`config.mk`:
```
export PLATFORM = sky130hd
export DESIGN_NAME = telem_ft_framer
export DESIGN_NICKNAME = d
export VERILOG_FILES = /design/src/rtl/telem_pkg.sv /design/src/rtl/telem_pkt_fifo.sv /design/src/rtl/telem_ft_framer.sv
export SDC_FILE = /design/constraint.sdc
export NUM_CORES = 2
export LEC_CHECK = 0
export BUFFER_PORTS_ARGS = -buffer_cell sky130_fd_sc_hd__buf_2
export CAP_MARGIN = 10
export CORE_MARGIN = 10
export CORE_UTILIZATION = 50
export CTS_CLUSTER_SIZE = 28
export DETAILED_ROUTE_END_ITERATION = 10
export PLACE_DENSITY_LB_ADDON = 0.15
export RECOVER_POWER = 50
export SYNTH_ARGS = -nofsm -noshare
export SYNTH_HDL_FRONTEND = slang
export SYNTH_SLANG_ARGS = --single-unit
```
`constraint.sdc`:
```
create_clock -name clk -period 11 [get_ports clk]
set_clock_uncertainty 0.2 [all_clocks]
set_input_delay 2.2 -clock clk [delete_from_list [all_inputs] [get_ports clk]]
set_output_delay 2.2 -clock clk [all_outputs]
set_load 0.005 [all_outputs]
```
`src/rtl/telem_pkg.sv`:
```
// Shared types and constants for the telemetry-to-FT framer.
package telem_pkg;
  localparam int PKT_W       = 88;
  localparam int FRAME_WORDS = 7;
  localparam int SEQ_W       = 8;
  localparam int ENTRY_W     = SEQ_W + PKT_W;
  localparam logic [15:0] DEFAULT_SYNC = 16'hA55A;

  typedef enum logic {IDLE, SEND} state_e;

  // Payload words 1..6 of a frame, sliced MSB-first from {seq, data}.
  function automatic logic [15:0] frame_word(input logic [ENTRY_W-1:0] entry,
                                             input logic [2:0] idx);
    logic [15:0] w;
    case (idx)
      3'd1:    w = entry[95:80];
      3'd2:    w = entry[79:64];
      3'd3:    w = entry[63:48];
      3'd4:    w = entry[47:32];
      3'd5:    w = entry[31:16];
      3'd6:    w = entry[15:0];
      default: w = 16'h0000;
    endcase
    return w;
  endfunction
endpackage

```
`src/rtl/telem_pkt_fifo.sv`:
```
// Single-clock packet FIFO; read data is the head entry (fall-through), popped by rd_en.
module telem_pkt_fifo #(
  parameter int DEPTH = 16,
  parameter int W     = 96
) (
  input  logic                     clk,
  input  logic                     rst,
  input  logic                     wr_en,
  input  logic [W-1:0]             wr_data,
  input  logic                     rd_en,
  output logic [W-1:0]             rd_data,
  output logic [$clog2(DEPTH):0]   count,
  output logic                     empty
);
  localparam int AW = $clog2(DEPTH);
  localparam int CW = AW + 1;

  logic [W-1:0]  mem_q [DEPTH];
  logic [AW-1:0] wr_ptr_q, rd_ptr_q;
  logic [CW-1:0] count_q;
  logic          do_wr, do_rd;

  assign do_wr = wr_en && (count_q != CW'(DEPTH));
  assign do_rd = rd_en && (count_q != '0);

  always_ff @(posedge clk) begin
    if (do_wr) mem_q[wr_ptr_q] <= wr_data;
  end

  // Pointers wrap naturally because DEPTH is a power of two.
  always_ff @(posedge clk) begin
    if (rst) begin
      wr_ptr_q <= '0;
      rd_ptr_q <= '0;
      count_q  <= '0;
    end else begin
      if (do_wr) wr_ptr_q <= wr_ptr_q + 1'b1;
      if (do_rd) rd_ptr_q <= rd_ptr_q + 1'b1;
      case ({do_wr, do_rd})
        2'b10:   count_q <= count_q + 1'b1;
        2'b01:   count_q <= count_q - 1'b1;
        default: count_q <= count_q;
      endcase
    end
  end

  assign rd_data = mem_q[rd_ptr_q];
  assign count   = count_q;
  assign empty   = (count_q == '0);
endmodule

```
`src/rtl/telem_ft_framer.sv`:
```
// Buffers 88-bit telemetry packets and emits 7-word sync/seq frames on the FT ui_din port.
module telem_ft_framer
  import telem_pkg::*;
#(
  parameter int          FIFO_DEPTH = 16,
  parameter logic [15:0] SYNC_WORD  = DEFAULT_SYNC
) (
  input  logic             clk,
  input  logic             rst,
  input  logic             enable,
  input  logic [PKT_W-1:0] packet_data,
  input  logic             packet_valid,
  output logic [15:0]      ui_din,
  output logic [1:0]       ui_din_be,
  output logic             ui_din_valid,
  input  logic             ui_din_full,
  output logic [15:0]      drop_count,
  output logic             busy
);
  localparam int CW = $clog2(FIFO_DEPTH) + 1;

  function automatic logic [15:0] sat_inc16(input logic [15:0] v);
    return (v == 16'hFFFF) ? v : v + 16'd1;
  endfunction

  state_e             state_q;
  logic [2:0]         idx_q;
  logic [15:0]        din_q;
  logic [1:0]         be_q;
  logic               vld_q;
  logic [SEQ_W-1:0]   seq_q;
  logic [15:0]        drop_q;
  logic               busy_q;
  logic [ENTRY_W-1:0] frame_q;

  logic [ENTRY_W-1:0] fifo_rdata;
  logic [CW-1:0]      fifo_count, cnt_d;
  logic               fifo_empty, fifo_full;
  logic               ing_vld, wr_en, pop, last_acc, send_d, busy_d;

  assign ing_vld   = packet_valid && enable;
  assign fifo_full = (fifo_count == CW'(FIFO_DEPTH));
  assign wr_en     = ing_vld && !fifo_full;
  assign pop       = (state_q == IDLE) && !fifo_empty && enable;

  telem_pkt_fifo #(
    .DEPTH (FIFO_DEPTH),
    .W     (ENTRY_W)
  ) u_fifo (
    .clk     (clk),
    .rst     (rst),
    .wr_en   (wr_en),
    .wr_data ({seq_q, packet_data}),
    .rd_en   (pop),
    .rd_data (fifo_rdata),
    .count   (fifo_count),
    .empty   (fifo_empty)
  );

  // busy is registered, so it is computed from next-cycle FIFO occupancy and FSM state.
  always_comb begin
    cnt_d = fifo_count;
    if (wr_en && !pop)      cnt_d = fifo_count + 1'b1;
    else if (!wr_en && pop) cnt_d = fifo_count - 1'b1;
    last_acc = (state_q == SEND) && vld_q && !ui_din_full &&
               (idx_q == 3'(FRAME_WORDS - 1));
    send_d   = pop || ((state_q == SEND) && !last_acc);
    busy_d   = send_d || (cnt_d != '0);
  end

  always_ff @(posedge clk) begin
    if (pop) frame_q <= fifo_rdata;
  end

  always_ff @(posedge clk) begin
    if (rst) begin
      state_q <= IDLE;
      idx_q   <= '0;
      din_q   <= '0;
      be_q    <= '0;
      vld_q   <= 1'b0;
      seq_q   <= '0;
      drop_q  <= '0;
      busy_q  <= 1'b0;
    end else begin
      // Sequence advances on dropped packets too, so the host can detect gaps.
      if (ing_vld) begin
        seq_q <= seq_q + 1'b1;
        if (fifo_full) drop_q <= sat_inc16(drop_q);
      end
      busy_q <= busy_d;
      case (state_q)
        IDLE: begin
          if (pop) begin
            idx_q   <= '0;
            din_q   <= SYNC_WORD;
            be_q    <= 2'b11;
            vld_q   <= 1'b1;
            state_q <= SEND;
          end
        end
        SEND: begin
          if (vld_q && !ui_din_full) begin
            if (idx_q == 3'(FRAME_WORDS - 1)) begin
              vld_q   <= 1'b0;
              be_q    <= 2'b00;
              state_q <= IDLE;
            end else begin
              idx_q <= idx_q + 3'd1;
              din_q <= frame_word(frame_q, idx_q + 3'd1);
            end
          end
        end
        default: state_q <= IDLE;
      endcase
    end
  end

  assign ui_din       = din_q;
  assign ui_din_be    = be_q;
  assign ui_din_valid = vld_q;
  assign drop_count   = drop_q;
  assign busy         = busy_q;
endmodule

```
==> run_summary.xml <==
<?xml version="1.0" encoding="UTF-8"?>
<metrics>
  <group name="sta">
    <metric name="setup_tns" unit="ps">0</metric>
    <metric name="final-max-slew-violation-count" unit="">304</metric>
    <metric name="setup_viol" unit="">0</metric>
    <metric name="grt_setup_unrepaired" unit="">false</metric>
    <metric name="final_min_period_over_clock_period" unit="%">70.5</metric>
    <metric name="slew_headroom" unit="%">-218</metric>
    <metric name="finalHoldViolations" unit="">0</metric>
    <metric name="max_clock_freq" unit="MHz">129</metric>
    <metric name="tightestPinTransition" unit="ps">4780</metric>
    <metric name="period_minus_slack" unit="ps">7750</metric>
    <metric name="hold-worst-slack" unit="ps">312</metric>
  </group>
  <group name="run">
    <metric name="cap_violations" unit="">4</metric>
  </group>
  <group name="detailed_routing">
    <metric name="routed_wire_length_per_instance" unit="um">31.3</metric>
    <metric name="drt.antenna.violating_nets" unit="">0</metric>
    <metric name="totalWireLength" unit="um">147000</metric>
    <metric name="detailroute.via_count" unit="">29100</metric>
    <metric name="dr.pass1.iters" unit="">7</metric>
    <metric name="initialDrtViolationCount" unit="">3102</metric>
    <metric name="post_drt_via_cell_ratio" unit="">6.21</metric>
    <metric name="drc" unit="">0</metric>
  </group>
  <group name="cts">
    <metric name="cts_tree" unit="">done</metric>
    <metric name="cts_root_buffer" unit="">sky130_fd_sc_hd__clkbuf_16</metric>
    <metric name="path_clk_slew" unit="ps">60</metric>
    <metric name="cts_buffer_count" unit="">172</metric>
    <metric name="cts.repair.resized" unit="">0</metric>
    <metric name="worst_skew_pair.late_latency" unit="ps">810</metric>
    <metric name="cts_sinks" unit="">1691</metric>
    <metric name="cts_setup_buffers" unit="">0</metric>
    <metric name="post_cts_hold_buffer_count" unit="">0</metric>
    <metric name="clock_tree.htree_level_count" unit="">4</metric>
    <metric name="buffer_depth_of_the_longest_clock_path" unit="">3</metric>
  </group>
  <group name="synthesis">
    <metric name="yosysSeqAreaShare" unit="%">78.5</metric>
    <metric name="synthCells" unit="">2656</metric>
    <metric name="ys.warnings.count" unit="">0</metric>
    <metric name="yosys-top-cells-area" unit="">sky130_fd_sc_hd__edfxtp_1, sky130_fd_sc_hd__mux4_2, sky130_fd_sc_hd__dfxtp_1</metric>
    <metric name="mappedNetlistArea" unit="um^2">63900</metric>
    <metric name="netlist_cell_types" unit="">58</metric>
    <metric name="synthesis.area_per_instance" unit="um^2">24.1</metric>
    <metric name="synth_edf_count" unit="">1632</metric>
    <metric name="synth_seq_cells" unit="">1691</metric>
    <metric name="syn_nets" unit="">2765</metric>
    <metric name="synthDominantAreaCellType" unit="">sky130_fd_sc_hd__edfxtp_1</metric>
    <metric name="synth_async_sr_flop_share" unit="%">0</metric>
    <metric name="netlist.area_leader.share" unit="%">76.7</metric>
    <metric name="dominantRegCellSynth" unit="">sky130_fd_sc_hd__edfxtp_1</metric>
  </group>
  <group name="critical_path">
    <metric name="critPathRequiredTime" unit="ps">11310</metric>
    <metric name="crit_arrival" unit="ps">8060</metric>
    <metric name="worstSetupPathType" unit="">reg2reg</metric>
    <metric name="worst_r2r_startpoint" unit="">u_fifo.rd_ptr_q[1]</metric>
    <metric name="setup.worst_path.end_class" unit="">flip-flop</metric>
    <metric name="worstSetupStartpoint" unit="">u_fifo.rd_ptr_q[1]</metric>
    <metric name="crit_fanout" unit="">154</metric>
    <metric name="worst_setup_path_start_kind" unit="">flip-flop</metric>
  </group>
  <group name="global_route">
    <metric name="global_route.usage.total" unit="%">20.7</metric>
    <metric name="first_global_vias" unit="">30000</metric>
    <metric name="grt_remaining_overflow" unit="">0</metric>
    <metric name="grt_start_max_net_pins" unit="">155</metric>
    <metric name="grt_antenna_before_repair" unit="">19</metric>
    <metric name="grt_first_pass_wirelength" unit="um">213000</metric>
  </group>
  <group name="layout">
    <metric name="final_common_cell" unit="">sky130_fd_sc_hd__edfxtp_1</metric>
    <metric name="final_cell_mix" unit="">sky130_fd_sc_hd__edfxtp_1, sky130_fd_sc_hd__mux4_2, sky130_fd_sc_hd__clkbuf_16, sky130_fd_sc_hd__clkbuf_1, sky130_fd_sc_hd__buf_4</metric>
    <metric name="num-nets-final" unit="">2988</metric>
    <metric name="final_area" unit="um^2">71900</metric>
    <metric name="layout-area-overhead-vs-synth" unit="%">12.5</metric>
    <metric name="drive_above_1_share" unit="%">27.9</metric>
  </group>
  <group name="pwr">
    <metric name="leakagePower" unit="nW">21.6</metric>
    <metric name="ir_drop" unit="uV">186</metric>
    <metric name="p_per_area" unit="nW/um^2">215</metric>
  </group>
  <group name="status">
    <metric name="run_status" unit="">finished with violations</metric>
    <metric name="violations" unit="">capacitance limit, slew limit</metric>
  </group>
  <group name="placed_design">
    <metric name="gp_congestion" unit="">0.768</metric>
    <metric name="post-dp-hpwl" unit="um">81500</metric>
    <metric name="post_dp_cell_area" unit="um^2">66700</metric>
    <metric name="portBuffers" unit="">128</metric>
  </group>
  <group name="floorplanning">
    <metric name="floorplan.initialDensity" unit="%">50.2</metric>
    <metric name="std_cell_rows" unit="">131</metric>
    <metric name="area_of_the_core_region" unit="um^2">127000</metric>
    <metric name="boundaryPins" unit="">129</metric>
    <metric name="die_h" unit="um">378</metric>
    <metric name="fp.dieW" unit="um">378</metric>
    <metric name="floorplan.die_area" unit="um^2">143000</metric>
  </group>
  <group name="hold_path">
    <metric name="holdCritStartpoint" unit="">drop_count[15]</metric>
    <metric name="holdCritPathClass" unit="">reg2reg</metric>
  </group>
</metrics>
-- final timing paths --
| check | endpoint | slack, ps | cells past startpoint |
|---|---|---|---|
| max reg2reg | frame_q[57] | 3250 | 4 |
| min | drop_count[15] | 310 | 2 |
| min reg2reg | drop_count[15] | 310 | 2 |
| max | frame_q[57] | 3250 | 4 |
-- metrics by stage --
step | util [%] | cells | total power (W) | setup slack, ps
after detailed placement | 52.4 | 4367 | 0.0100 | 4550
final | 56.5 | 4682 | 0.0154 | 3250
after global routing | 56.5 | 4679 | 0.0160 | 2940
after global placement | 52.4 | 4367 | 0.0100 | 4630
after CTS | 56.6 | 4675 | 0.0156 | 5390
after floorplan | - | 2656 | 0.00927 | 751
-- state kept, by name, summed over array words and instances (netlist names) --
name and count:
u_fifo.count 5, u_fifo.wr_ptr_q 4, ui_din 16, frame_q 96
ui_din_be 1, busy 1, u_fifo.rd_ptr_q 4, seq_q 8
idx_q 3, u_fifo.mem_q 1536, drop_count 16, state_q 1
-- final cells by class --
type | count | area (um^2)
antenna | 7 | 17.5
sequential | 1691 | 50200
timing repair buffer | 191 | 1030
clock buffer | 221 | 4540
clock inverter | 87 | 782
inverter | 18 | 68.8
multi-input combinational | 805 | 13200
fill | 9193 | 55400
tap | 1662 | 2080
-- metal layers --
| layer | wire, um | share of wire, % | vias up | GRT usage [%] |
|---|---|---|---|---|
| met5 | 81 | 0.055 | - | 0 |
| met4 | 3440 | 2.3 | 12 | 5.92 |
| met3 | 11400 | 7.8 | 220 | 5.08 |
| met2 | 70300 | 48 | 1124 | 31.9 |
| met1 | 61300 | 42 | 15800 | 29.7 |
| li1 | - | - | 11900 | - |
-- synth_stat cells, types with 4 or more instances --
| cell | n |
|---|---|
| sky130_fd_sc_hd__o32ai_1 | 5 |
| sky130_fd_sc_hd__a32oi_1 | 4 |
| sky130_fd_sc_hd__a21oi_1 | 17 |
| sky130_fd_sc_hd__a211oi_1 | 11 |
| sky130_fd_sc_hd__nor4_1 | 6 |
| sky130_fd_sc_hd__nor2_1 | 52 |
| sky130_fd_sc_hd__o21ai_0 | 4 |
| sky130_fd_sc_hd__inv_1 | 18 |
| sky130_fd_sc_hd__dfxtp_1 | 59 |
| sky130_fd_sc_hd__nor2b_1 | 6 |
| sky130_fd_sc_hd__buf_1 | 14 |
| sky130_fd_sc_hd__a2bb2oi_1 | 11 |
| sky130_fd_sc_hd__mux2_2 | 15 |
| sky130_fd_sc_hd__buf_2 | 38 |
| sky130_fd_sc_hd__mux4_2 | 480 |
| sky130_fd_sc_hd__edfxtp_1 | 1632 |
| sky130_fd_sc_hd__nand2_1 | 36 |
| sky130_fd_sc_hd__or3_1 | 4 |
| sky130_fd_sc_hd__a221oi_1 | 23 |
| sky130_fd_sc_hd__nand2b_1 | 5 |
| sky130_fd_sc_hd__nand4_1 | 9 |
| sky130_fd_sc_hd__xnor2_1 | 8 |
| sky130_fd_sc_hd__or4_1 | 4 |
| sky130_fd_sc_hd__o31ai_1 | 5 |
| sky130_fd_sc_hd__a222oi_1 | 10 |
| sky130_fd_sc_hd__nand3_1 | 11 |
| sky130_fd_sc_hd__xor2_1 | 11 |
| sky130_fd_sc_hd__clkbuf_1 | 87 |
| sky130_fd_sc_hd__ha_1 | 16 |
| sky130_fd_sc_hd__nor3_1 | 10 |
-- where the power goes --
part | switching (W) | internal [W] | leakage, nW
Combinational | 0.00115 | 0.00118 | 3.79
Sequential | 0.000209 | 0.00735 | 15.3
Clock | 0.00237 | 0.00317 | 2.59
Total | 0.00373 | 0.0117 | 21.6
-- worst max-delay path: stages (launching register included) --
cell and delay, ps:
sky130_fd_sc_hd__dfxtp_4 330, sky130_fd_sc_hd__clkbuf_2 3210, sky130_fd_sc_hd__clkbuf_1 2360, sky130_fd_sc_hd__mux4_2 540
sky130_fd_sc_hd__mux4_2 560
-- kinds of logic after synthesis --
| kind of cell | synth area share, % |
|---|---|
| xor+xnor | 0.260 |
| mux | 17.2 |
| buf+inv | 1.04 |
| flops | 78.5 |
| fa+ha+maj | 0.313 |
| compound gates | 1.39 |
| simple gates | 1.25 |
Power figures use the tool's default switching activity.
